--- config.mk ---
export PLATFORM = sky130hd
export DESIGN_NAME = izh_neuron_ctrl
export DESIGN_NICKNAME = d
export VERILOG_FILES = /design/src/rtl/izh_neuron_ctrl.sv
export SDC_FILE = /design/constraint.sdc
export NUM_CORES = 1
export LEC_CHECK = 0
export CELL_PAD_IN_SITES_DETAIL_PLACEMENT = 1
export CELL_PAD_IN_SITES_GLOBAL_PLACEMENT = 2
export CORE_MARGIN = 2
export CORE_UTILIZATION = 33
export DETAILED_ROUTE_END_ITERATION = 8
export PLACE_DENSITY_LB_ADDON = 0.2
export SLEW_MARGIN = 5
export SYNTH_ARGS = -nofsm -noshare
export SYNTH_HDL_FRONTEND = slang
export SYNTH_SLANG_ARGS = --single-unit
--- constraint.sdc ---
create_clock -name clk -period 1.6 [get_ports clk]
set_input_delay 0.16 -clock clk [delete_from_list [all_inputs] [get_ports clk]]
set_output_delay 0.16 -clock clk [all_outputs]
set_load 0.02 [all_outputs]
--- src/rtl/izh_neuron_ctrl.sv ---
// Configuration and run sequencer for one Izhikevich neuron core.
// Optional: define LOAD_TIMEOUT_EN to abort a stalled parameter load after 255 idle cycles.
module izh_neuron_ctrl #(
    parameter int unsigned TICK_DIV = 16,
    parameter int unsigned CNT_W    = 8
) (
    input  logic             clk,
    input  logic             rst_n,
    input  logic             cfg_valid,
    input  logic [7:0]       cfg_data,
    output logic             cfg_ready,
    input  logic             start,
    input  logic             stop,
    output logic [7:0]       param_a,
    output logic [7:0]       param_b,
    output logic [7:0]       param_c,
    output logic [7:0]       param_d,
    output logic             params_ready,
    output logic             neuron_reset,
    output logic             neuron_enable,
    input  logic             spike_in,
    output logic [CNT_W-1:0] spike_count,
    output logic             running
);

    localparam int unsigned PW = (TICK_DIV > 1) ? $clog2(TICK_DIV) : 1;
    localparam logic [PW-1:0] TERM = PW'(TICK_DIV - 1);
    localparam logic [CNT_W-1:0] CNT_MAX = {CNT_W{1'b1}};

    localparam logic [1:0] ST_IDLE  = 2'd0;
    localparam logic [1:0] ST_LOAD  = 2'd1;
    localparam logic [1:0] ST_ARMED = 2'd2;
    localparam logic [1:0] ST_RUN   = 2'd3;

    logic [1:0]       r_state, w_state_d;
    logic [1:0]       r_idx, w_idx_d;
    logic [7:0]       r_sh_a, r_sh_b, r_sh_c;
    logic [7:0]       w_sh_a_d, w_sh_b_d, w_sh_c_d;
    logic [PW-1:0]    r_presc, w_presc_d;
    logic [CNT_W-1:0] w_count_d;
    logic             w_accept, w_commit, w_timeout, w_enable_d;

    assign w_accept = cfg_valid & cfg_ready;

`ifdef LOAD_TIMEOUT_EN
    logic [7:0] r_idle_cnt;

    // Fires on the 255th consecutive LOAD cycle without an accepted byte.
    assign w_timeout = (r_state == ST_LOAD) && !w_accept && (r_idle_cnt == 8'd254);

    always_ff @(posedge clk or negedge rst_n) begin
        if (!rst_n) begin
            r_idle_cnt <= 8'd0;
        end else if ((r_state != ST_LOAD) || w_accept || w_timeout) begin
            r_idle_cnt <= 8'd0;
        end else begin
            r_idle_cnt <= r_idle_cnt + 8'd1;
        end
    end
`else
    assign w_timeout = 1'b0;
`endif

    always_comb begin
        w_state_d = r_state;
        w_idx_d   = r_idx;
        w_sh_a_d  = r_sh_a;
        w_sh_b_d  = r_sh_b;
        w_sh_c_d  = r_sh_c;
        w_presc_d = r_presc;
        w_count_d = spike_count;
        w_commit  = 1'b0;
        case (r_state)
            ST_IDLE, ST_ARMED: begin
                if ((r_state == ST_ARMED) && start) begin
                    w_state_d = ST_RUN;
                    w_presc_d = '0;
                    w_count_d = '0;
                end else if (w_accept) begin
                    w_sh_a_d  = cfg_data;
                    w_idx_d   = 2'd1;
                    w_state_d = ST_LOAD;
                end
            end
            ST_LOAD: begin
                if (w_accept) begin
                    case (r_idx)
                        2'd1:    w_sh_b_d = cfg_data;
                        2'd2:    w_sh_c_d = cfg_data;
                        default: begin
                            w_commit  = 1'b1;
                            w_state_d = ST_ARMED;
                        end
                    endcase
                    w_idx_d = r_idx + 2'd1;
                end else if (w_timeout) begin
                    w_idx_d   = 2'd0;
                    w_sh_a_d  = 8'd0;
                    w_sh_b_d  = 8'd0;
                    w_sh_c_d  = 8'd0;
                    w_state_d = params_ready ? ST_ARMED : ST_IDLE;
                end
            end
            default: begin
                if (spike_in && (spike_count != CNT_MAX)) begin
                    w_count_d = spike_count + 1'b1;
                end
                if (stop) begin
                    w_state_d = ST_ARMED;
                    w_presc_d = '0;
                end else begin
                    w_presc_d = (r_presc == TERM) ? '0 : r_presc + PW'(1);
                end
            end
        endcase
        // Registered tick lands in the cycle where the prescaler sits at terminal count.
        w_enable_d = (w_state_d == ST_RUN) && (w_presc_d == TERM);
    end

    always_ff @(posedge clk or negedge rst_n) begin
        if (!rst_n) begin
            r_state       <= ST_IDLE;
            r_idx         <= 2'd0;
            r_sh_a        <= 8'd0;
            r_sh_b        <= 8'd0;
            r_sh_c        <= 8'd0;
            r_presc       <= '0;
            param_a       <= 8'h02;
            param_b       <= 8'h33;
            param_c       <= 8'h80;
            param_d       <= 8'h80;
            params_ready  <= 1'b0;
            neuron_reset  <= 1'b1;
            neuron_enable <= 1'b0;
            spike_count   <= '0;
            running       <= 1'b0;
            cfg_ready     <= 1'b1;
        end else begin
            r_state       <= w_state_d;
            r_idx         <= w_idx_d;
            r_sh_a        <= w_sh_a_d;
            r_sh_b        <= w_sh_b_d;
            r_sh_c        <= w_sh_c_d;
            r_presc       <= w_presc_d;
            spike_count   <= w_count_d;
            neuron_enable <= w_enable_d;
            neuron_reset  <= (w_state_d != ST_RUN);
            running       <= (w_state_d == ST_RUN);
            cfg_ready     <= (w_state_d != ST_RUN);
            if (w_commit) begin
                param_a      <= r_sh_a;
                param_b      <= r_sh_b;
                param_c      <= r_sh_c;
                param_d      <= cfg_data;
                params_ready <= 1'b1;
            end
        end
    end

endmodule

==> key figures, run 1 <==
Synth
  – EDFF count, synth: 0
  – Top FF cell, synth: dfrtp_1
  – Mean area per synthesized cell: around 14 um2
  – Synthesis-stage register bit count: 76
  – Syn Nets: 248
  – Post-Synthesis Cells: 230
  – Yosys warns: 0
  – Async SR Flop Fraction: 1.00
  – Synth Cell Area: 0.00329 mm2
  – Yosys cell types: 44
  – Post-synthesis sequential area ratio: 0.581

Power
  – Leakage Power: 2.15 nW
  – Pwr dens: 1870 mW/mm2
  – Pwr Total: roughly 0.0083 W
  – Max IR drop VDD: 788 uV

Global route
  – GRT Util Overall: 0.137
  – First-pass GRT wire length: 11,700 um
  – Largest net degree at the start of global routing: 35
  – Grt ovf: 0
  – Vias in the first global route: 2,253
  – Initial antenna violation count: 0

Timing
  – Tmin final: 1.58 ns
  – Final setup vio count: 0
  – Final Cycle Share: 0.986
  – Final Max Tran Viols: 0
  – Worst Tran Pin Value: about 0.42 ns
  – Max Freq: 634 MHz
  – RSZ-0062 raised after global routing: true
  – Clk_skew: 0.0133 ns
  – Worst slew margin: 0.720
  – Final Hold Vio Count: 0
  – Setup Total Neg Slack: 0 ns

Cells and area
  – Final Core Density: 0.458
  – Finished Layout Cells: 454
  – Leading cell type in the layout, fill and taps excluded: dfrtp_1
  – Area delta synth->final: 35.4%
  – Most frequent cells in the layout: dfrtp_1, clkdlybuf4s50_1, mux2_4, mux2_2, buf_4
  – Nets: 335
  – Share of layout cells above drive strength 1: 0.358
  – Ant. Diodes: 0
  – Fillers: between 1,000 and 1,500

Clock tree
  – Clock Latency Late Sink: 0.34 ns
  – Clock sinks: between 70 and 80
  – Clock root buffer: clkbuf_8
  – Post-CTS Setup Bufs: 0
  – Total CTS buffers: 9
  – Clock transition at path regs: ~0.090 ns
  – Clk buf depth: 2
  – Number of H-tree levels: 3
  – CTS tree: yes

Critical path
  – Reg2Reg Capture Point: param_d[2]
  – Startpoint types: flop
  – CP Class: reg -> reg
  – Element type at the critical path end: flop
  – Reg-to-Reg Start: neuron_reset
  – Worst R2R Path Depth: 5
  – Critical path peak fanout: 25
  – Worst EP arrival: around 1.8 ns
  – R2R Setup Slk: between 0.02 and 0.025 ns
  – CP Data Required Time: 1.82 ns

Placement
  – Detail Placement HPWL: slightly below 5000 um
  – Routability cong.: 0.745
  – Port bufs: 58
  – Cell count after placement: 438

Min path
  – Worst hold path type: in -> async

Floorplanning
  – Die W: 104 um
  – Starting Density: 0.338
  – Site Rows: 36
  – Io pins: 59
  – Die Ht: 104 um
  – Die area: 0.0108 mm2
  – Core Footprint: ~0.0097 mm2

Drt
  – WL final: between 7000 and 8000 um
  – Post-DR vias/cell: around 4.7
  – Post-route ant nets: 0
  – DR pass1 iterations: 4
  – DR vias: between 2,000 and 2,500
  – DRC: 0
  – DRT iter0 DRCs: 43
  – Routed WL per cell: about 15 um

Run
  – Max cap viols: 0

Run status
  – Status: completed
## cells by family after synthesis
kind of cell | synth area share
flops | 0.581
fa+ha+maj | 0.0152
simple gates | 0.0684
xor+xnor | 0.00266
buf+inv | 0.0281
mux | 0.234
compound gates | 0.0703
## repair_timing
item	in CTS	in global routing
hold buffers	1	0
resized for setup	16	5
hold endpoints to repair	25	0
endpoints found under the setup margin	25	34
## synthesized netlist by cell type, types with 2 or more instances
master     number  share of area
dfrtp_1        68           0.52
inv_1           8         0.0091
o21ai_0         7          0.011
a21oi_1         5         0.0076
nand3_1         7          0.011
ha_1            4          0.015
nor2_1          6         0.0068
nand2_2         3         0.0057
and3_1          2         0.0038
o2111ai_1       2         0.0053
o31ai_1         3         0.0068
buf_4           2         0.0046
a22o_1          3         0.0080
buf_2           2         0.0030
mux2i_1         2         0.0061
mux2_4         29           0.13
dfstp_2         8          0.064
mux2_2         28          0.096
buf_6           3          0.010
a21o_1          2         0.0046
nand2_1        12          0.014
a31oi_1         2         0.0038
## per-layer routing
layer  up-vias  part of all wire  routed length (um)  track usage
li1       1008                 -                   -            -
met1      1071              0.48                3390        0.178
met2        47              0.47                3320        0.221
met3         7             0.033                 234       0.0376
met4         0             0.012                  87       0.0463
met5         -                 0                   0            0
## flip-flops by register name, indices dropped and copies added, names as in the netlist, 4 cells and up
register / flops
r_sh_b: 8
param_c: 8
r_sh_a: 8
r_presc: 4
param_a: 8
param_d: 8
spike_count: 8
r_sh_c: 8
param_b: 8
## per-stage QoR
stage                     setup WS, ns  instance area [um2]  hold WS [ns]
after floorplan                -0.0564                 3300        -0.136
after detailed placement        -0.183                 4220         0.132
final                           0.0218                 4460         0.282
after CTS                      -0.0117                 4420         0.289
after global routing           -0.0181                 4460         0.305
after global placement          -0.136                 4220         0.135
## layout make-up
type,count,area (um2),share of cell area
multi-input combinational,138,1330,0.297
clock buffer,9,124,0.0278
timing repair buffer,84,808,0.181
tap,133,166,0.0373
inverter,8,30.0,0.00674
sequential,76,1910,0.429
clock inverter,6,90.1,0.0202
## worst max path at each step
stage / from / end / slack (ns) / depth (start not counted)
after floorplan: neuron_reset / param_a[0] / -0.06 / 5
after global placement: cfg_valid / r_sh_b[3] / -0.14 / 6
after detailed placement: cfg_valid / r_sh_c[1] / -0.18 / 6
final: neuron_reset / param_d[2] / 0.02 / 5
after global routing: neuron_reset / param_d[2] / -0.02 / 5
after CTS: neuron_reset / r_sh_c[1] / -0.01 / 5
## report_power, final
part | internal [W] | leakage [nW] | switching (W) | total (W)
clock | 0.000873 | 0.105 | 0.000735 | 0.00161
sequential | 0.00276 | 0.958 | 0.000505 | 0.00327
combinational | 0.00191 | 1.09 | 0.00155 | 0.00346
## worst max-delay path, stage by stage, from the launching register on
cell and delay, ns:
dfstp_2 0.56, nand2_4 0.07, nor3b_4 0.24, nand2_4 0.08, buf_12 0.18, mux2_4 0.31
(Power assumes the default switching activity.)
==> run 2: changes to the inputs <==
--- a/config.mk
+++ b/config.mk
@@ -7,10 +7,11 @@
 export LEC_CHECK = 0
 export CELL_PAD_IN_SITES_DETAIL_PLACEMENT = 1
 export CELL_PAD_IN_SITES_GLOBAL_PLACEMENT = 2
-export CORE_MARGIN = 2
 export CORE_UTILIZATION = 33
 export DETAILED_ROUTE_END_ITERATION = 8
 export PLACE_DENSITY_LB_ADDON = 0.2
+export RECOVER_POWER = 50
+export SETUP_SLACK_MARGIN = 0.4
 export SLEW_MARGIN = 5
 export SYNTH_ARGS = -nofsm -noshare
 export SYNTH_HDL_FRONTEND = slang
==> run 2 against run 1 <==
Against the previous run:
- clock-buffer cell count is 1 higher
- via count grew 7.6%
- register-to-register slack barely moved
- largest cell class unchanged
- critical path type unchanged
- die area down 3.8%
- final cell count is 7.9% higher
- highest routed layer unchanged
- non-clock buffer count increased by 35
==> key figures, run 2 (same netlist as run 1, synthesis figures left out) <==
Timing
  – Worst slew margin: 0.460
  – Final Worst Setup Slack: around 0.028 ns
  – RSZ-0062 raised after global routing: true
  – Setup Total Neg Slack: 0 ns
  – Clk_skew: ~0.016 ns
  – Worst Tran Pin Value: 0.811 ns
  – Final Hold Vio Count: 0
  – Final Cycle Share: 0.982
  – Tmin final: 1.57 ns
  – Final setup vio count: 0
  – Max Freq: 636 MHz
  – Final Max Tran Viols: 0

Global route
  – Grt ovf: 0
  – Largest net degree at the start of global routing: 31
  – Vias in the first global route: 2,482
  – GRT Util Overall: 0.162
  – First-pass GRT wire length: 12,800 um
  – Initial antenna violation count: 0

Drt
  – DR pass1 iterations: 4
  – WL met2: between 3000 and 4000 um
  – WL final: just under 8000 um
  – Routed WL per cell: 15.8 um
  – DRT iter0 DRCs: 27
  – Post-DR vias/cell: roughly 4.7
  – Wire length on met3: around 320 um
  – Post-route ant nets: 0
  – DR vias: roughly 2,300
  – Met1 Routed Length: approximately 3500 um
  – DRC: 0
  – Highest metal used: met4

Floorplanning
  – Die W: around 100 um
  – Site Rows: 36
  – Starting Density: 0.338
  – Io pins: 59
  – Die Ht: a little over 100 um
  – Die area: 0.0104 mm2
  – Core Footprint: roughly 0.0097 mm2

Placement
  – Detail Placement HPWL: approximately 5000 um
  – Place WS: -0.187 ns
  – Port bufs: 58
  – Routability cong.: 0.752
  – Placed Area: 0.00429 mm2

Clock tree
  – Total CTS buffers: 9
  – Clock Latency Late Sink: between 0.3 and 0.4 ns
  – Clock root buffer: clkbuf_8
  – CTS tree: yes
  – Clock sinks: 76
  – Number of H-tree levels: 3
  – Clk buf depth: 2
  – Clock transition at path regs: 0.09 ns

Power
  – Pwr dens: 1860 mW/mm2
  – Leakage Power: between 2 and 2.5 nW
  – Max IR drop VDD: 841 uV

Critical path
  – Reg2Reg Capture Point: param_c[3]
  – CP Data Required Time: 1.82 ns
  – CP Class: reg -> reg
  – Element type at the critical path end: flop
  – Reg-to-Reg Start: neuron_reset
  – Startpoint types: flop
  – Worst R2R Path Depth: 5
  – Worst EP arrival: 1.79 ns
  – Critical path peak fanout: 26
  – R2R Setup Slk: 0.03 ns

Cells and area
  – Final instance area: 0.00496 mm2
  – Fillers: 1,011
  – Final Core Density: 0.509
  – Most frequent cells in the layout: dfrtp_1, mux2_4, buf_4, buf_6, mux2_2
  – Nets: 370
  – Share of layout cells above drive strength 1: 0.650
  – Multi-input logic area: roughly 0.0016 mm2
  – Ant. Diodes: 0
  – Area delta synth->final: 50.6%
  – Sequential Area: 0.00192 mm2
  – Leading cell type in the layout, fill and taps excluded: dfrtp_1

Min path
  – Worst hold path type: in -> async

Run status
  – Status: completed

Run
  – Max cap viols: 0
## run 2: power breakdown
group	total [W]	leakage [nW]	switching (W)	internal, W
registers	0.00335	0.946	0.000574	0.00278
logic	0.00422	1.34	0.00183	0.00240
clock network	0.00165	0.109	0.000748	0.000899
total	0.00922	2.39	0.00315	0.00607
## run 2: worst max-delay path by stage
stage | to | slack (ns) | from | depth (start not counted)
floorplan | param_a[0] | -0.06 | neuron_reset | 5
global placement | r_sh_b[7] | -0.14 | cfg_valid | 6
detailed placement | r_sh_b[6] | -0.19 | cfg_valid | 6
CTS | param_a[4] | 0.01 | neuron_reset | 5
global route | param_a[3] | -0.07 | neuron_reset | 5
finish | param_c[3] | 0.03 | neuron_reset | 5
## run 2: final cells by class
class | count | area share
clock buffer | 10 | 0.0258
clock inverter | 6 | 0.0194
inverter | 8 | 0.00606
multi-input combinational | 138 | 0.316
sequential | 76 | 0.388
tap | 133 | 0.0336
timing repair buffer | 119 | 0.211
## run 2: metal layers
| metal | GRT usage | up-vias |
|---|---|---|
| met1 | 0.210 | 1160 |
| met4 | 0.0604 | 0 |
| met5 | 0 | - |
| met2 | 0.273 | 56 |
| li1 | - | 1071 |
| met3 | 0.0287 | 9 |
## run 2: repair_timing
item                                    4_1_cts  5_1_grt
endpoints found under the setup margin      119      105
gates resized for setup                     178       63
hold endpoints to repair                     23        0
hold buffers                                  1        0
buffers inserted                             30        9
pin swaps                                     9       17
## run 2: worst max-delay path: stages, from the launching register on
cell     delay, ns
dfstp_2       0.56
nand2_4       0.07
nor3b_4       0.23
nand2_4       0.08
buf_12        0.18
mux2_4        0.31
## run 2: metrics by stage
step | cells | hold slack [ns] | power (W)
after CTS | 481 | 0.299 | 0.00900
after global placement | 434 | 0.137 | 0.00685
after detailed placement | 434 | 0.136 | 0.00695
after floorplan | 230 | -0.136 | 0.00543
after global routing | 490 | 0.494 | 0.00983
final | 490 | 0.431 | 0.00922
